===== config.mk =====
export PLATFORM = sky130hd
export DESIGN_NAME = writeback_stage
export DESIGN_NICKNAME = d
export VERILOG_FILES = /design/src/rtl/writeback_stage.sv
export SDC_FILE = /design/constraint.sdc
export NUM_CORES = 1
export LEC_CHECK = 0
export CORE_AREA = 2 2 246 248
export DETAILED_ROUTE_END_ITERATION = 16
export DIE_AREA = 0 0 248 250
export PLACE_DENSITY = 0.83
export SLEW_MARGIN = 20
export SYNTH_ARGS = -nofsm -noshare
export SYNTH_HDL_FRONTEND = slang
export SYNTH_SLANG_ARGS = --single-unit

===== constraint.sdc =====
create_clock -name clk -period 6.7 [get_ports clk]
set_input_delay 0.67 -clock clk [delete_from_list [all_inputs] [get_ports clk]]
set_output_delay 0.67 -clock clk [all_outputs]
set_load 0.01 [all_outputs]

===== src/rtl/writeback_stage.sv =====
// -----------------------------------------------------------------------------
// writeback_stage
//   Clocked writeback stage sitting directly behind the asynchronous ALU.
//   Synchronises the ALU readyOut level, captures the ALU results on its rising
//   edge, commits them to a 16-entry register file and the CPSR flags, then
//   toggles triggerOut (two-phase handshake) to release the ALU.
//
//   Optional feature macro: WB_BYPASS_EN
//     defined   : during COMMIT a read port addressing a register being written
//                 this cycle returns the new value (Rd beats Rn on a tie).
//     undefined : reads return pre-commit contents until the following cycle.
//
// Ports
//   clk, resetN            clock (rising edge), synchronous active-low reset
//   dataIn1 / dataIn2      ALU result for Rd / base-writeback value for Rn
//   cpsrIn                 ALU flags in [31:28]
//   wIn                    Rd write enable
//   srcDstIn               [3:0] Rd, [7:4] Rn, [8] S (update flags), [9] Rn writeback
//   readyIn                ALU readyOut, asynchronous level
//   triggerOut             toggle to ALU triggerIn; each edge = result consumed
//   rdAddrA/B, rdDataA/B   combinational decoder read ports
//   cpsr                   architectural CPSR
//   pcWe, pcOut            one-cycle pulse + value when r15 was written
//   retireCount            committed instruction count (wraps)
//   busy                   high whenever the FSM is not IDLE
// -----------------------------------------------------------------------------
module writeback_stage #(
    parameter int DATA_W      = 32,
    parameter int SYNC_STAGES = 2,
    parameter bit KICK_ON_RST = 1'b1
) (
    input  logic              clk,
    input  logic              resetN,
    input  logic [DATA_W-1:0] dataIn1,
    input  logic [DATA_W-1:0] dataIn2,
    input  logic [DATA_W-1:0] cpsrIn,
    input  logic              wIn,
    input  logic [31:0]       srcDstIn,
    input  logic              readyIn,
    output logic              triggerOut,
    input  logic [3:0]        rdAddrA,
    output logic [DATA_W-1:0] rdDataA,
    input  logic [3:0]        rdAddrB,
    output logic [DATA_W-1:0] rdDataB,
    output logic [DATA_W-1:0] cpsr,
    output logic              pcWe,
    output logic [DATA_W-1:0] pcOut,
    output logic [31:0]       retireCount,
    output logic              busy
);

    typedef enum logic [2:0] {
        KICK   = 3'd0,
        IDLE   = 3'd1,
        COMMIT = 3'd2,
        ACK    = 3'd3,
        DRAIN  = 3'd4
    } state_t;

    localparam state_t RST_STATE = KICK_ON_RST ? KICK : IDLE;

    state_t state_q, state_d;

    logic [SYNC_STAGES-1:0] sync_q;
    logic                   rdy_sync, rdy_prev, rdy_rise;

    logic [DATA_W-1:0] regs [16];
    logic [DATA_W-1:0] d1_q, d2_q;
    logic [3:0]        cpsr_flags_q;
    logic              w_q, s_q, wb_q;
    logic [3:0]        rd_q, rn_q;
    logic [31:0]       retire_cnt;

    logic              capture, commit, trig_toggle;
    logic              wr_rd, wr_rn, pc_hit;
    logic [DATA_W-1:0] pc_val;

    // Only the Rd/Rn/S/W fields of srcDstIn and the flag nibble of cpsrIn matter.
    logic unused_inputs;
    assign unused_inputs = ^{srcDstIn[31:10], cpsrIn[27:0]};

    assign rdy_sync = sync_q[SYNC_STAGES-1];
    assign rdy_rise = rdy_sync & ~rdy_prev;

    assign capture     = (state_q == IDLE) && rdy_rise;
    assign commit      = (state_q == COMMIT);
    assign trig_toggle = (state_q == KICK) || (state_q == ACK);

    assign wr_rd  = commit && w_q;
    assign wr_rn  = commit && wb_q;
    // Rd port wins for r15 as it does for the register file itself.
    assign pc_hit = (wr_rd && rd_q == 4'd15) || (wr_rn && rn_q == 4'd15);
    assign pc_val = (wr_rd && rd_q == 4'd15) ? d1_q : d2_q;

    assign busy        = (state_q != IDLE);
    assign retireCount = retire_cnt;

    // Next-state logic
    always_comb begin
        state_d = state_q;
        case (state_q)
            KICK:    state_d = DRAIN;
            IDLE:    if (rdy_rise) state_d = COMMIT;
            COMMIT:  state_d = ACK;
            ACK:     state_d = DRAIN;
            DRAIN:   if (!rdy_sync) state_d = IDLE;
            default: state_d = RST_STATE;
        endcase
    end

    always_ff @(posedge clk) begin
        if (!resetN) begin
            state_q      <= RST_STATE;
            sync_q       <= '0;
            rdy_prev     <= 1'b0;
            triggerOut   <= 1'b0;
            pcWe         <= 1'b0;
            pcOut        <= '0;
            cpsr         <= '0;
            retire_cnt   <= '0;
            d1_q         <= '0;
            d2_q         <= '0;
            cpsr_flags_q <= '0;
            w_q          <= 1'b0;
            s_q          <= 1'b0;
            wb_q         <= 1'b0;
            rd_q         <= '0;
            rn_q         <= '0;
            for (int i = 0; i < 16; i++) regs[i] <= '0;
        end else begin
            state_q  <= state_d;
            sync_q   <= {sync_q[SYNC_STAGES-2:0], readyIn};
            rdy_prev <= rdy_sync;
            pcWe     <= 1'b0;

            if (trig_toggle) triggerOut <= ~triggerOut;

            if (capture) begin
                d1_q         <= dataIn1;
                d2_q         <= dataIn2;
                cpsr_flags_q <= cpsrIn[31:28];
                w_q          <= wIn;
                rd_q         <= srcDstIn[3:0];
                rn_q         <= srcDstIn[7:4];
                s_q          <= srcDstIn[8];
                wb_q         <= srcDstIn[9];
            end

            // Rd is written last so it wins when Rn == Rd.
            if (wr_rn) regs[rn_q] <= d2_q;
            if (wr_rd) regs[rd_q] <= d1_q;

            if (commit) begin
                if (s_q) cpsr[31:28] <= cpsr_flags_q;
                retire_cnt <= retire_cnt + 32'd1;
                pcWe       <= pc_hit;
                if (pc_hit) pcOut <= pc_val;
            end
        end
    end

`ifdef WB_BYPASS_EN
    function automatic logic [DATA_W-1:0] rd_port(input logic [3:0] addr,
                                                 input logic [DATA_W-1:0] stored);
        logic [DATA_W-1:0] v;
        v = stored;
        if (wr_rn && rn_q == addr) v = d2_q;
        if (wr_rd && rd_q == addr) v = d1_q;
        return v;
    endfunction

    assign rdDataA = rd_port(rdAddrA, regs[rdAddrA]);
    assign rdDataB = rd_port(rdAddrB, regs[rdAddrB]);
`else
    assign rdDataA = regs[rdAddrA];
    assign rdDataB = regs[rdAddrB];
`endif

endmodule


======== Word level (Yosys, flattened, before mapping) ========
Memories as Yosys holds them, arrays and structs flattened.
Index checks and enable logic that the tools add are counted.
cells by class
  bitwise gates (word level) .............. 3
  mux-type cells .......................... 17
  reduce and logical (&&, ||, !) cells .... 15
  add/sub/neg operators ................... 1
  shifts and indexed selects .............. 0
  eq/ne operators ......................... 9
  $mul .................................... 0
  magnitude comparators ................... 0
  div/mod/pow operators ................... 0
operators with widths
  kind                     count
  $mux W32                 3
  $reduce_or A32 Y1        2
  $add A32 B1 Y32 const B  1
  $pmux W3 S4              1
  $mux W1                  9
  $eq A4 B4 Y1 const B     2
  $mux W4                  2
  $reduce_and A2 Y1        4
  $eq A3 B2 Y1 const B     2
  $mux W3                  2
  $logic_and A1 B1 Y1      5
  $ne A2 B2 Y1 const B     2
  $eq A3 B1 Y1 const B     1
  $eq A3 B3 Y1 const B     1
  $logic_not A3 Y1         1
  $ne A3 B1 Y1 const B     1
  $logic_or A1 B1 Y1       2
  $not A1 Y1               2
  $reduce_or A2 Y1         1
  $and A1 B1 Y1            1
word-level totals
  output and inout port bits .............. 163
  memories ................................ 1
  memory bits (writable) .................. 512
  bits of input ports ..................... 140
  register bits ........................... 155
  bits in read-only memories .............. 0
  latch bits .............................. 0
memories
  name  depth  bits a word  rd ports  clocked after Yosys merged registers in  wr ports  line  source
  regs  16     32           2         0                                        16        67    logic [DATA_W-1:0] regs [16];

======== Depth between registers and ports, before layout ========
  depth after elaboration ................. 7
  depth in mapped cells ................... 8

======== Least setup slack after synthesis ========
No wires, ideal clock.
  kind .................................... input to register
  from .................................... in resetN
  to ...................................... mem regs[10][0] (enable)
  data required time ...................... 6.167 ns
  buffers on the path ..................... 2
  stages .................................. 5
  setup slack ............................. 1.056 ns
  arrival ................................. 5.111 ns
  path through ............................ nor4bb_1 > buf_2 > nand3b_1 > buf_2 > o311ai_0
RTL lines
  what                line  source
  start: declaration  33    input logic resetN,
  end: declaration    67

======== Final worst setup path ========
  from .................................... in rdAddrB[0]
  to ...................................... out rdDataB[5]
on the way
  word-level cells in the longest chain between the ends .. 1
RTL lines
  what                line  source
  start: declaration  43    input logic [3:0] rdAddrB,
  $mem_v2 Z16 W32     --
  end: declaration    44    output logic [DATA_W-1:0] rdDataB,
No other way between the ends.

==> impl_metrics.ini <==
[worst_setup_path]
critPathBufInv = 3
rrSetupSlack_ns = 2.70
ff2ff_path_depth = 5
crit_cells = 5
worstPathArrival_ns = 3.69
cpMaxStageDelayCell = clkbuf_8
end_kind = output pin
r2r_end = regs[0][8]
critPathMaxStageDelay_ns = 0.69
r2r-start = state_q[0]
required_ns = 6.03
cp_top_family = buffers and inverters
path_class = in -> out
worstPathMaxFanout = 77
startpoint_type = input pin
cp_common_cell = mux4_2
crit_chain = clkbuf_8, buf_4, mux4_2, mux4_2, clkdlybuf4s50_1

[floorplan]
row_count = 90
core-area_um2 = 59600
design.die.area_um2 = 62000
start_util_pct = 58.5
ios = 303
die_width_um = 248
die_y_um = 250

[synth]
synth_seq_area_share_pct = 53.1
ys_async_sr_fraction_pct = 0
yosysTopAreaCellShare_pct = 44.1
synthCells = 2464
synth_area_um2 = 34800
synth_area_leaders = edfxtp_1 (44%), mux4_2 (21%), a22o_1 (12%), dfxtp_1 (8.9%), clkbuf_1 (3.0%)
avgSynthCellArea_um2 = 14.1
yosysWarningCount = 0
synth_edf_count = 512
ys_ff_latch = 667
synth_ff_type = edfxtp_1
yosysUniqueCellTypes = 49
yosys.area.top_type = edfxtp_1

[sta]
tns_ns = 0
finalSetupViolCount = 0
drv_slew = 0
rsz0062_at_grt = no
slew_headroom_pct = 14.1
period_share_pct = 65.1
tightest_slew_ns = 1.29
finClkSkew_ns = 0.0398
final_hold_viol_count = 0
fmax_mhz = 229
period_needed_ns = 4.36

[clock_network]
post_cts_buffers = 0
cts_made_buffers = 70
h-tree-depth = 3
clockRootBuffer = clkbuf_16
hold_buffers = 0
cts_tree = done
cts_resized = 0
insertion_delay_ns = 0.64
clk_path_buf_depth = 3
clk_pin_slew_worst_paths_ns = 0.06
cts_sinks = 667

[power]
vdd_drop_max_v = 0.000199
leakagePower_uw = 0.0131
cellPowerDensity_nw_per_um2 = 236

[placement]
dp_hpwl_mm = 64.0
io_buffers = 224
dp.cells = 3185
placed_area_um2 = 37400
gp_congestion = 0.883

[hold_path]
worstHoldPathCells = 1
whs_endpoint = sync_q[1]
holdCritStartpoint = sync_q[0]
hold_path_class = reg -> reg

[global_routing]
antenna_found_initial = 0
grtUsageTotal_pct = 37.9
grt_max_degree = 79
grt_pass1_wl_mm = 170
overflow = 0
grt_pass1_vias = 26500

[route]
wl_per_cell_um = 35.1
via_per_inst = 7.85
ant_nets = 0
first_pass_iters = 6
drt_iter0_markers = 4614
drc = 0
routed_wl_mm = 117
vias = 26000

[run]
drv_cap = 0

[layout]
final_area_um2 = 39700
drive_above_1_share_pct = 21.9
area_growth_pct = 14.0
final_util_pct = 66.6
nNetsFinal = 2619
fin_cells = 3318
fillCellCount = 3837
antennaDiodeCount = 0

[run_status]
status = complete, no violations
-- where the power goes --
part	internal [uW]	switching [uW]	total, uW
registers	4550	86.7	4640
clock network	2200	1680	3880
logic	430	434	864
-- cell families (layout without fill, tap and decap cells) --
logic type,count (synthesis),in the layout,synth area share (%)
XOR/XNOR,13,13,0.327
AND/OR/NAND/NOR,375,375,5.24
multiplexers,328,328,20.9
adder cells (fa/ha/maj),1,1,0.0359
other,1,28,0.0108
buffers and inverters,400,445,4.73
AO/OA/AOI/OAI,679,679,15.7
flip-flops,667,667,53.1
-- cell usage after synthesis (all sizes together), types with 2 or more instances --
master,count
a21oi,106
a22o,480
a22oi,32
and2,9
and3,4
and4,4
buf,104
clkbuf,283
dfxtp,155
edfxtp,512
inv,13
mux2i,8
mux4,320
nand2,182
nand2b,12
nand3,12
nand3b,5
nand4,8
nand4b,3
nor2,64
nor2b,5
nor3,13
nor3b,7
nor4,16
nor4bb,2
o211ai,8
o21ai,7
o2bb2ai,31
o311ai,2
o31ai,10
or2,2
or3,11
or4,13
xnor2,13
-- area by class of cell --
type | instances | area [um2] | area share [%]
multi-input combinational | 1424 | 15100 | 38.0
timing repair buffer | 302 | 2860 | 7.21
tap | 782 | 978 | 2.46
sequential | 667 | 18500 | 46.6
clock buffer | 99 | 2030 | 5.11
inverter | 13 | 51.3 | 0.129
clock inverter | 31 | 226 | 0.571
-- placed cells by master, fill, tap and decap left out, types with 5 or more instances in the layout --
master	count
nor3_1	9
or3_1	10
clkbuf_8	8
o2bb2ai_1	31
mux2i_1	8
clkinv_1	7
o211ai_1	8
nand3b_1	5
clkinv_2	14
a22oi_1	32
nand3_1	12
o21ai_0	7
mux4_2	320
nor4_1	5
clkbuf_1	18
inv_1	12
a22o_1	480
nor2b_1	5
nor4_4	5
or4_1	13
nand4_1	8
dfxtp_1	155
conb_1	28
nor2_2	5
nand2b_1	12
nor4_2	6
o31ai_1	10
nor2_1	56
buf_4	76
and2_1	8
clkbuf_16	75
nand2_1	182
edfxtp_1	512
clkdlybuf4s50_1	216
a21oi_1	98
xnor2_1	13
-- registers in the layout (all words and copies together), names as in the netlist --
| register | flops |
|---|---|
| s_q | 1 |
| rd_q | 4 |
| pcOut | 32 |
| rdy_prev | 1 |
| cpsr | 4 |
| rn_q | 4 |
| triggerOut | 1 |
| pcWe | 1 |
| cpsr_flags_q | 4 |
| d2_q | 32 |
| w_q | 1 |
| wb_q | 1 |
| state_q | 3 |
| regs | 512 |
| sync_q | 2 |
| d1_q | 32 |
| retireCount | 32 |
-- worst reg2reg max path, stage by stage (launching register included) --
cell	delay, ns
dfxtp_1	0.41
nand4bb_4	0.68
nor4_4	0.43
buf_4	0.60
nand3b_1	0.85
buf_4	0.62
-- stage by stage --
stage	total power, uW	setup slack [ns]	hold WS, ns
floorplan	5200	1.06	0.412
global placement	5530	2.22	0.415
detailed placement	5560	2.03	0.426
CTS	9350	2.34	0.442
global route	9570	2.17	0.469
finish	9380	2.34	0.437
-- per-layer routing --
layer / track usage, % / share of wire, % / up-vias / routed length, um
li1: - / - / 9993 / -
met1: 47.1 / 31 / 12700 / 35600
met2: 56.7 / 45 / 2713 / 52700
met3: 13.0 / 17 / 653 / 19300
met4: 24.1 / 7.7 / 0 / 8950
met5: 0.238 / 0 / - / 0
-- worst max-delay path by stage --
stage / slack [ns] / to / start
after global routing: 2.17 / rdDataB[5] / rdAddrB[0]
after CTS: 2.34 / rdDataA[5] / rdAddrA[0]
after global placement: 2.22 / regs[0][8] / resetN
after floorplan: 1.06 / regs[10][0] / resetN
final: 2.34 / rdDataB[5] / rdAddrB[0]
after detailed placement: 2.03 / regs[10][15] / resetN
No activity file was read; power rests on OpenSTA's default activity.
